==> config.mk <==
export PLATFORM = sky130hd
export DESIGN_NAME = node_bit_collector_flat
export DESIGN_NICKNAME = d
export VERILOG_FILES = /design/src/rtl/node_bit_collector_pkg.sv /design/src/rtl/node_bit_collector_if.sv /design/src/rtl/node_bit_collector.sv /design/src/flat_wrapper.sv
export SDC_FILE = /design/constraint.sdc
export NUM_CORES = 1
export LEC_CHECK = 0
export CAP_MARGIN = 20
export CORE_MARGIN = 3
export CORE_UTILIZATION = 44
export CTS_BUF_LIST = sky130_fd_sc_hd__clkbuf_4
export DETAILED_ROUTE_END_ITERATION = 10
export PLACE_DENSITY_LB_ADDON = 0.12
export SKIP_CTS_REPAIR_TIMING = 1
export SLEW_MARGIN = 25
export SYNTH_ARGS = -nofsm -noshare
export SYNTH_HDL_FRONTEND = slang
export SYNTH_SLANG_ARGS = --single-unit
==> constraint.sdc <==
create_clock -name clk -period 2.37 [get_ports clk]
set_input_delay 0.474 -clock clk [delete_from_list [all_inputs] [get_ports clk]]
set_output_delay 0.474 -clock clk [all_outputs]
set_load 0.005 [all_outputs]
==> src/rtl/node_bit_collector_pkg.sv <==
// node_bit_collector_pkg: shared sizing defaults and FSM encodings for the landscape sampling stages
package node_bit_collector_pkg;
    localparam int BIT_CHIP_DEF = 6;
    localparam int NODE_DEF = 16;
    localparam logic [1:0] ST_IDLE = 2'd0;
    localparam logic [1:0] ST_SHIFT = 2'd1;
    localparam logic [1:0] ST_HOLD = 2'd2;
endpackage

==> src/rtl/node_bit_collector_if.sv <==
// node_bit_collector_if: control, serial bit and collected-array signals of the bit collector
interface node_bit_collector_if import node_bit_collector_pkg::*; #(
    parameter int BIT_CHIP = BIT_CHIP_DEF,
    parameter int NODE = NODE_DEF
);
    logic start;
    logic bit_valid;
    logic [NODE-1:0] bit_in;
    logic array_ready;
    logic [BIT_CHIP*NODE-1:0] array_out;
    logic array_valid;
    logic busy;
    logic overrun;
    modport master (
        output start, bit_valid, bit_in, array_ready,
        input array_out, array_valid, busy, overrun
    );
    modport slave (
        input start, bit_valid, bit_in, array_ready,
        output array_out, array_valid, busy, overrun
    );
endinterface

==> src/rtl/node_bit_collector.sv <==
// node_bit_collector: gathers one LSB-first serial word per node into a packed array with a valid/ready hold
module node_bit_collector import node_bit_collector_pkg::*; #(
    parameter int BIT_CHIP = BIT_CHIP_DEF,
    parameter int NODE = NODE_DEF
) (
    input logic clk,
    input logic rst,
    node_bit_collector_if.slave bus
);
    localparam int CW = BIT_CHIP > 1 ? $clog2(BIT_CHIP) : 1;
    localparam logic [CW-1:0] LAST = CW'(BIT_CHIP - 1);
    logic [1:0] state, state_nxt;
    logic [CW-1:0] cnt, cnt_base, cnt_nxt;
    logic [BIT_CHIP*NODE-1:0] data, data_base, data_nxt;
    logic [BIT_CHIP-1:0] sel;
    logic valid, overrun, restart, shifting, take, last;
    // a start in HOLD only counts when it coincides with the consumer handshake
    always_comb begin
        restart = bus.start && (state != ST_HOLD || bus.array_ready);
        shifting = restart || state == ST_SHIFT;
        take = shifting && bus.bit_valid;
        cnt_base = restart ? '0 : cnt;
        data_base = restart ? '0 : data;
        last = take && cnt_base == LAST;
        sel = BIT_CHIP'(1) << cnt_base;
        cnt_nxt = take ? (last ? '0 : cnt_base + CW'(1)) : cnt_base;
        state_nxt = shifting ? (last ? ST_HOLD : ST_SHIFT) :
                    (state == ST_HOLD && !bus.array_ready) ? ST_HOLD : ST_IDLE;
    end
    for (genvar n = 0; n < NODE; n++) begin : g_node
        assign data_nxt[n*BIT_CHIP +: BIT_CHIP] = take ?
            (data_base[n*BIT_CHIP +: BIT_CHIP] & ~sel) | ({BIT_CHIP{bus.bit_in[n]}} & sel) :
            data_base[n*BIT_CHIP +: BIT_CHIP];
    end
    always_ff @(posedge clk) begin
        if (rst) begin
            state <= ST_IDLE;
            cnt <= '0;
            data <= '0;
            valid <= 1'b0;
            overrun <= 1'b0;
        end else begin
            state <= state_nxt;
            cnt <= cnt_nxt;
            data <= data_nxt;
            valid <= state_nxt == ST_HOLD;
            overrun <= overrun | (bus.bit_valid && !shifting);
        end
    end
    assign bus.array_out = data;
    assign bus.array_valid = valid;
    assign bus.busy = state != ST_IDLE;
    assign bus.overrun = overrun;
endmodule

==> src/flat_wrapper.sv <==
// flat-port wrapper written by rule: the top's interface ports become plain ports
module node_bit_collector_flat import node_bit_collector_pkg::*;
#(
    parameter int BIT_CHIP = BIT_CHIP_DEF,
    parameter int NODE = NODE_DEF
)
  (clk, rst, bus_start, bus_bit_valid, bus_bit_in, bus_array_ready, bus_array_out, bus_array_valid, bus_busy, bus_overrun);
  node_bit_collector_if #(.BIT_CHIP(BIT_CHIP), .NODE(NODE)) bus_i ();
  input logic clk;
  input logic rst;
  input wire logic [$bits(bus_i.start)-1:0] bus_start;
  input wire logic [$bits(bus_i.bit_valid)-1:0] bus_bit_valid;
  input wire logic [$bits(bus_i.bit_in)-1:0] bus_bit_in;
  input wire logic [$bits(bus_i.array_ready)-1:0] bus_array_ready;
  output wire logic [$bits(bus_i.array_out)-1:0] bus_array_out;
  output wire logic [$bits(bus_i.array_valid)-1:0] bus_array_valid;
  output wire logic [$bits(bus_i.busy)-1:0] bus_busy;
  output wire logic [$bits(bus_i.overrun)-1:0] bus_overrun;
  assign bus_i.start = bus_start;
  assign bus_i.bit_valid = bus_bit_valid;
  assign bus_i.bit_in = bus_bit_in;
  assign bus_i.array_ready = bus_array_ready;
  assign bus_array_out = bus_i.array_out;
  assign bus_array_valid = bus_i.array_valid;
  assign bus_busy = bus_i.busy;
  assign bus_overrun = bus_i.overrun;
  node_bit_collector #(.BIT_CHIP(BIT_CHIP), .NODE(NODE)) u_core (.clk(clk), .rst(rst), .bus(bus_i));
endmodule
==> results.cfg, run 1 <==
[setup_path]
path_class = primary input to flip-flop
required_ps = 2770
crit_path_frequent_cell = nand2_4
critPathLaunch = bus_array_ready
r2r-start = u_core.bus.array_valid
crit_arrival_ps = 2670
endpoint_kind = flip-flop
crit_chain = clkdlybuf4s50_1, or3b_4, nand2_4, nand2_4, inv_2, ha_2, ha_1, or3_1, a311oi_1, a41o_1
reg2reg_slack_ps = 210
startpoint_type = primary input
slowest_delay_ps = 430
path_max_fanout = 5
critPathSlowestCell = or3b_4

[yosys]
synth_area_sq_um = 4010
synth_seq_area_share_pct = 51.0
synth_cell_type_count = 35
yosys_most_used_dff = dfxtp_1
synth_warnings = 0
syn_inst = 421
synth_nets = 447
ys_ff_latch = 102
synth-edff-count = 0
synthArstFlopShare_pct = 0
syn_avg_cell_area_sq_um = 9.52

[run_status]
status = finished clean

[clock_network]
cts_buffers = 9
cts_max_level = 3
root_buffer = clkbuf_4
cts_tree = done
clk-insertion-delay-late_ps = 440
clkSlewWorstSetupHoldPaths_ps = 170
clock_path_buffers = 2
clock_sinks = 102

[grt]
grt_max_degree = 37
grt_util_met3_pct = 5.03
grt_pass1_vias = 3289
grt_pass1_wl_um = 16600
use_met1_pct = 26.6
track_usage_pct = 20.7
overflow = 0
met2_usage_pct = 34.2
grt_antenna_before_repair = 0
top_usage_layer = met2

[sta]
worstMarginPinSlew_ps = 493
period_needed_ps = 2270
fin_skew_ps = 16.1
setup_viol = 0
rsz0062_at_grt = no
period_share_pct = 95.9
final_max_slew_viol_count = 0
setup_tns_ps = 0
fmax_mhz = 440
max_slew_margin_pct = 67.1
finalHoldViolations = 0

[routing]
wl_per_cell_um = 15.7
routed_wl_um = 10400
vias = 3373
ant_nets = 0
drtPass1Iterations = 6
vias_per_cell = 5.08
drc = 0
drt-initial-drc-count = 102

[floorplanning]
die_area_sq_um = 10300
core_area_sq_um = 8760
die_w_um = 101
io_pins = 120
num_rows = 34
start_util_pct = 45.7
die_h_um = 101

[placed_design]
place_congestion = 0.804
hpwl_um = 7670
placed_cell_area_sq_um = 5440
io_buffers = 119

[run]
cap_violations = 0

[power]
p_leak_uw = 0.00238
ir_worst_vdd_uv = 386
power_density_nw_per_um2 = 533

[worst_hold_path]
hold_start = u_core.bus.array_out[81]
hp-class = flip-flop to flip-flop

[finish]
area_growth_pct = 39.9
drive_above_1_share_pct = 10.3
layout.nets = 577
regArea_sq_um = 2040
multiInputGateArea_sq_um = 1740
diodes = 0
layout_commonest_cell = clkdlybuf4s50_1
final_cell_mix = clkdlybuf4s50_1, nand2_1, dfxtp_1
fillers = 748
stdcell_area_sq_um = 5600
## metrics by stage
| stage | hold WS (ps) | utilization (%) | power [uW] | setup slack (ps) | instances |
|---|---|---|---|---|---|
| floorplan | 455 | - | 1930 | 2.44 | 421 |
| global placement | 446 | 62.1 | 2060 | -263 | 648 |
| global route | 491 | 63.9 | 3110 | 25.7 | 664 |
| CTS | 474 | 63.9 | 3010 | 99.2 | 664 |
| detailed placement | 452 | 62.1 | 2060 | -389 | 648 |
| finish | 469 | 63.9 | 2980 | 97.2 | 664 |
## worst paths after layout
path,cells past startpoint,to
hold / removal,2,u_core.bus.array_out[81]
setup / recovery,10,u_core.cnt[2]
setup reg to reg,9,u_core.cnt[2]
hold reg to reg,2,u_core.bus.array_out[81]
## flip-flops by register name, summed over array words and instances, names as in the netlist
name / cells
u_core.bus.overrun: 1
u_core.bus.array_out: 96
u_core.cnt: 3
u_core.bus.array_valid: 1
u_core.state: 1
## metal layers
metal | wire [um] | part of all wire (%)
met3 | 544 | 5.2
met5 | 0 | 0
met2 | 5100 | 49
met4 | 191 | 1.8
met1 | 4600 | 44
## Yosys cell counts, drive strengths merged (2+ instances only)
cell type / number / area (sq um)
nand4: 2 / 12.5
a21oi: 36 / 191
nand2: 117 / 439
buf: 24 / 206
nand2b: 4 / 25.0
nand3: 33 / 165
a211oi: 2 / 27.5
inv: 3 / 11.3
ha: 5 / 62.6
clkbuf: 7 / 26.3
dfxtp: 102 / 2040
nor2b: 3 / 18.8
and4: 2 / 17.5
and2: 2 / 12.5
mux2i: 64 / 641
nand3b: 2 / 15.0
## where the power goes
part / internal (uW) / switching (uW)
clock network: 345 / 613
logic: 134 / 139
registers: 1740 / 13.0
## cell type report
type / count / share of cell area [%]
repair buffers: 150 / 27.0
clock inverters: 7 / 1.61
multi-input cells: 284 / 31.1
well taps: 108 / 2.41
flip-flops and latches: 102 / 36.4
inverters: 4 / 0.268
clock buffers: 9 / 1.21
## worst max-delay path: cells and delay by family
family	cells	cell delay, ps
adders and majority gates	2	370
buffers and inverters	2	480
AOI/OAI and AO/OA	2	430
and+or+nand+nor	4	940
## cell families (layout without fill, tap and decap cells)
logic type | Yosys count | after routing | share of synthesized area, %
AOI/OAI and AO/OA | 45 | 45 | 6.87
adders and majority gates | 5 | 5 | 1.56
buffers and inverters | 35 | 170 | 6.18
DFF | 102 | 102 | 51.0
muxes | 64 | 64 | 16.0
and+or+nand+nor | 170 | 170 | 18.4
Note: power is estimated with default switching activity, not from simulation.
==> run 2: changes to the inputs <==
- CORE_UTILIZATION: 44 -> 25
- SKIP_LAST_GASP: unset -> 1
==> run 2 against run 1 <==
  * Cell area grew 1.3%
  * Register-to-register slack gained 70 ps
  * Setup slack gained 81 ps
  * Global-route usage shrank 6.9 points
  * Clock power shrank 12%
  * Combinational power is essentially flat
  * Non-clock buffer count shrank 2
  * Clock skew grew 5.5 ps
  * Sequential cell count is the same
  * Largest cell class unchanged
  * Highest routed layer unchanged
==> results.cfg, run 2 (same netlist as run 1, synthesis figures left out) <==
[power]
power.total_uw = 2860
power_density_nw_per_um2 = 505
ir_worst_vdd_uv = 230
p_leak_uw = 0.00235

[sta]
holdWs_ps = 405
period_needed_ps = 2190
fmax_mhz = 456
fin_skew_ps = 21.6
final_max_slew_viol_count = 0
max_slew_margin_pct = 72.0
finalHoldViolations = 0
worstMarginPinSlew_ps = 420
setup_viol = 0
rsz0062_at_grt = no
period_share_pct = 92.5

[grt]
top_usage_layer = met2
grt_antenna_before_repair = 1
grt_pass1_wl_um = 19000
use_met1_pct = 17.8
grt_util_met3_pct = 3.42
met2_usage_pct = 22.8
overflow = 0
grt_max_degree = 65
grt_pass1_vias = 3297
track_usage_pct = 13.8

[clock_network]
clock_sinks = 102
clkSlewWorstSetupHoldPaths_ps = 160
root_buffer = clkbuf_4
cts_buffers = 9
cts_max_level = 3
clock_path_buffers = 2
clk-insertion-delay-late_ps = 470
cts_tree = done

[routing]
wl_per_cell_um = 15.8
routed_wl_um = 12100
drtPass1Iterations = 4
vias = 3364
drt-initial-drc-count = 210
ant_nets = 0
vias_per_cell = 4.37
drc = 0

[floorplanning]
die_w_um = 133
die_h_um = 133
io_pins = 120
core_area_sq_um = 15400
start_util_pct = 26.0
num_rows = 45
die_area_sq_um = 17600

[setup_path]
slowest_delay_ps = 440
critPathBufInv = 2
required_ps = 1900
startpoint_type = flip-flop
path_max_fanout = 9
path_class = flip-flop to primary output
endpoint_kind = primary output
crit_chain = buf_4, or2_2, clkdlybuf4s50_1
path_delay_family = buffers and inverters
critPathSlowestCell = clkdlybuf4s50_1
crit_arrival_ps = 1720

[placed_design]
io_buffers = 119
hpwl_um = 8900
place_congestion = 0.804

[finish]
layout_commonest_cell = clkdlybuf4s50_1
largest_reg_flops = 96
drive_above_1_share_pct = 9.93
final_cell_mix = clkdlybuf4s50_1, nand2_1, dfxtp_1
area_growth_pct = 41.7
layout.nets = 575

[run]
cap_violations = 0

[run_status]
status = finished clean

[worst_hold_path]
hp-class = primary input to flip-flop
## run 2: worst paths after layout
kind	from	slack, ps	cells after the start	to
worst max-delay path	u_core.state[0]	180	3	bus_busy
worst min-delay path	rst	410	2	u_core.bus.overrun
worst max register to register	u_core.state[0]	280	9	u_core.cnt[2]
worst min register to register	u_core.bus.array_out[86]	470	2	u_core.bus.array_out[86]
## run 2: layout make-up
cell class	instances	area [sq um]
clock inverter	7	48.8
tap	211	264
fill	1607	9750
sequential	102	2040
clock buffer	9	67.6
inverter	4	15.0
timing repair buffer	148	1490
multi-input combinational	284	1740
antenna	4	10.0
## run 2: per-layer routing
layer  wire length, um  vias up
met5                 0        -
met4               169        0
met3               519       10
met2              5890       85
met1              5560     1592
li1                  -     1677
## run 2: metrics by stage
stage / cell area [sq um] / utilization (%) / setup slack (ps) / cells / TNS [ps]
global route: 5680 / 36.8 / 83.0 / 769 / 0
finish: 5680 / 36.8 / 179 / 769 / 0
global placement: 5550 / 36.0 / -259 / 749 / -10580
CTS: 5670 / 36.7 / 117 / 765 / 0
detailed placement: 5550 / 36.0 / -313 / 749 / -13330
floorplan: 4040 / - / 2.44 / 421 / 0
## run 2: power breakdown
group / total, uW / internal (uW) / switching, uW / leakage, uW
clock: 839 / 218 / 621 / 0.0000613
combinational: 270 / 128 / 141 / 0.00147
sequential: 1750 / 1740 / 14.8 / 0.000824
total: 2860 / 2090 / 778 / 0.00235
==> run 3: changes to the inputs <==
- clock period: 2.37 -> 2.6 ns (I/O delays scaled with it)
==> run 3 against run 2 <==
  * Critical endpoint is now u_core.cnt[2]
  * Die area did not move
  * Wire length down 0.30%
  * Clock skew shrank 3.0 ps
  * Global-route usage barely moved
  * First-iteration DRC count increased by 5.7%
  * Register-to-register slack improved by 20 ps
  * Count of clock-buffer cells in the layout is 1 higher
  * Sequential cell count did not move
==> results.cfg, run 3 (same netlist as run 1, synthesis figures left out) <==
[sta]
setup_viol = 0
fin_skew_ps = 18.6
fmax_mhz = 435
period_share_pct = 88.4
rsz0062_at_grt = no
period_needed_ps = 2300
max_slew_margin_pct = 80.1
final_max_slew_viol_count = 0
finalHoldViolations = 0
worstMarginPinSlew_ps = 298

[worst_hold_path]
hp-class = flip-flop to flip-flop
hold_start = u_core.bus.array_out[42]

[routing]
routed_wl_um = 12100
ant_nets = 0
drtPass1Iterations = 4
vias = 3397
vias_per_cell = 4.43
drt-initial-drc-count = 222
wl_per_cell_um = 15.8
drc = 0

[run]
cap_violations = 0

[finish]
drive_above_1_share_pct = 8.84
layout.cells.non_filler = 766
final_cell_mix = clkdlybuf4s50_1, nand2_1, dfxtp_1
largest_reg_flops = 96
utilization_pct = 37.3
layout_commonest_cell = clkdlybuf4s50_1
area_growth_pct = 43.4
layout.nets = 575

[clock_network]
clock_sinks = 102
root_buffer = clkbuf_4
clock_path_buffers = 2
cts_buffers = 9
clkSlewWorstSetupHoldPaths_ps = 170
cts_tree = done
clk-insertion-delay-late_ps = 470
cts_max_level = 3

[floorplanning]
die_h_um = 133
die_w_um = 133
io_pins = 120
start_util_pct = 26.0
num_rows = 45
core_area_sq_um = 15400
die_area_sq_um = 17600

[setup_path]
crit_chain = or3b_4, nand2_1, nand2_1, inv_1, ha_1, ha_1, or3_1, a311oi_1, a41o_1
required_ps = 3040
endpoint_kind = flip-flop
r2r-start = u_core.bus.array_valid
slowest_delay_ps = 470
path_delay_family = simple AND/OR/NAND/NOR gates
path_max_fanout = 7
critPathBufInv = 1
crit_arrival_ps = 2730
critPathLaunch = u_core.bus.array_valid
critPathSlowestCell = dfxtp_1
startpoint_type = flip-flop
path_class = flip-flop to flip-flop

[grt]
grt_pass1_vias = 3341
grt_pass1_wl_um = 18900
track_usage_pct = 13.8
overflow = 0
met2_usage_pct = 22.5
grt_max_degree = 37
top_usage_layer = met2
use_met1_pct = 17.7
grt_antenna_before_repair = 1
grt_util_met3_pct = 2.97

[placed_design]
io_buffers = 119
hpwl_um = 8980
dpl.cell_count = 749
place_congestion = 0.784

[power]
power_density_nw_per_um2 = 504
ir_worst_vdd_uv = 245
p_leak_uw = 0.00238

[run_status]
status = finished clean
-- run 3: routing by layer --
metal	part of all wire, %	vias up
met1	46	1642
met2	47	74
met3	4.5	12
li1	-	1669
met4	1.7	0
met5	0	-
-- run 3: tightest hold or removal path: stages (launching register included) --
cell and delay [ps]:
dfxtp_1 340, nand2_1 50, mux2i_1 50
-- run 3: cell type report --
type	count	area (sq um)
well taps	211	264
multi-input cells	284	1720
repair buffers	148	1520
diodes	1	2.50
fillers	1594	9680
flip-flops and latches	102	2040
inverters	4	15.0
clock buffers	10	75.1
clock inverters	6	110
-- run 3: worst paths after layout --
| kind | end | slack [ps] | cells after the start |
|---|---|---|---|
| min reg2reg | u_core.bus.array_out[42] | 470 | 2 |
| max | u_core.cnt[2] | 300 | 9 |
| max reg2reg | u_core.cnt[2] | 300 | 9 |
| min | u_core.bus.array_out[42] | 470 | 2 |
-- run 3: power by group --
part	leakage, uW	internal [uW]	switching (uW)
clock network	0.0000926	496	549
logic	0.00147	122	130
registers	0.000824	1590	11.8
total	0.00238	2200	690
-- run 3: through the flow --
stage	area [sq um]	hold WS, ps	total power (uW)	TNS [ps]	setup slack (ps)
3_3_place_gp	5560	448	1880	-154	-118
6_report	5750	468	2890	0	302
5_1_grt	5750	484	3020	0	119
4_1_cts	5740	473	2940	0	281
2_1_floorplan	4010	452	1760	0	62.4
3_5_place_dp	5560	451	1890	-1770	-181
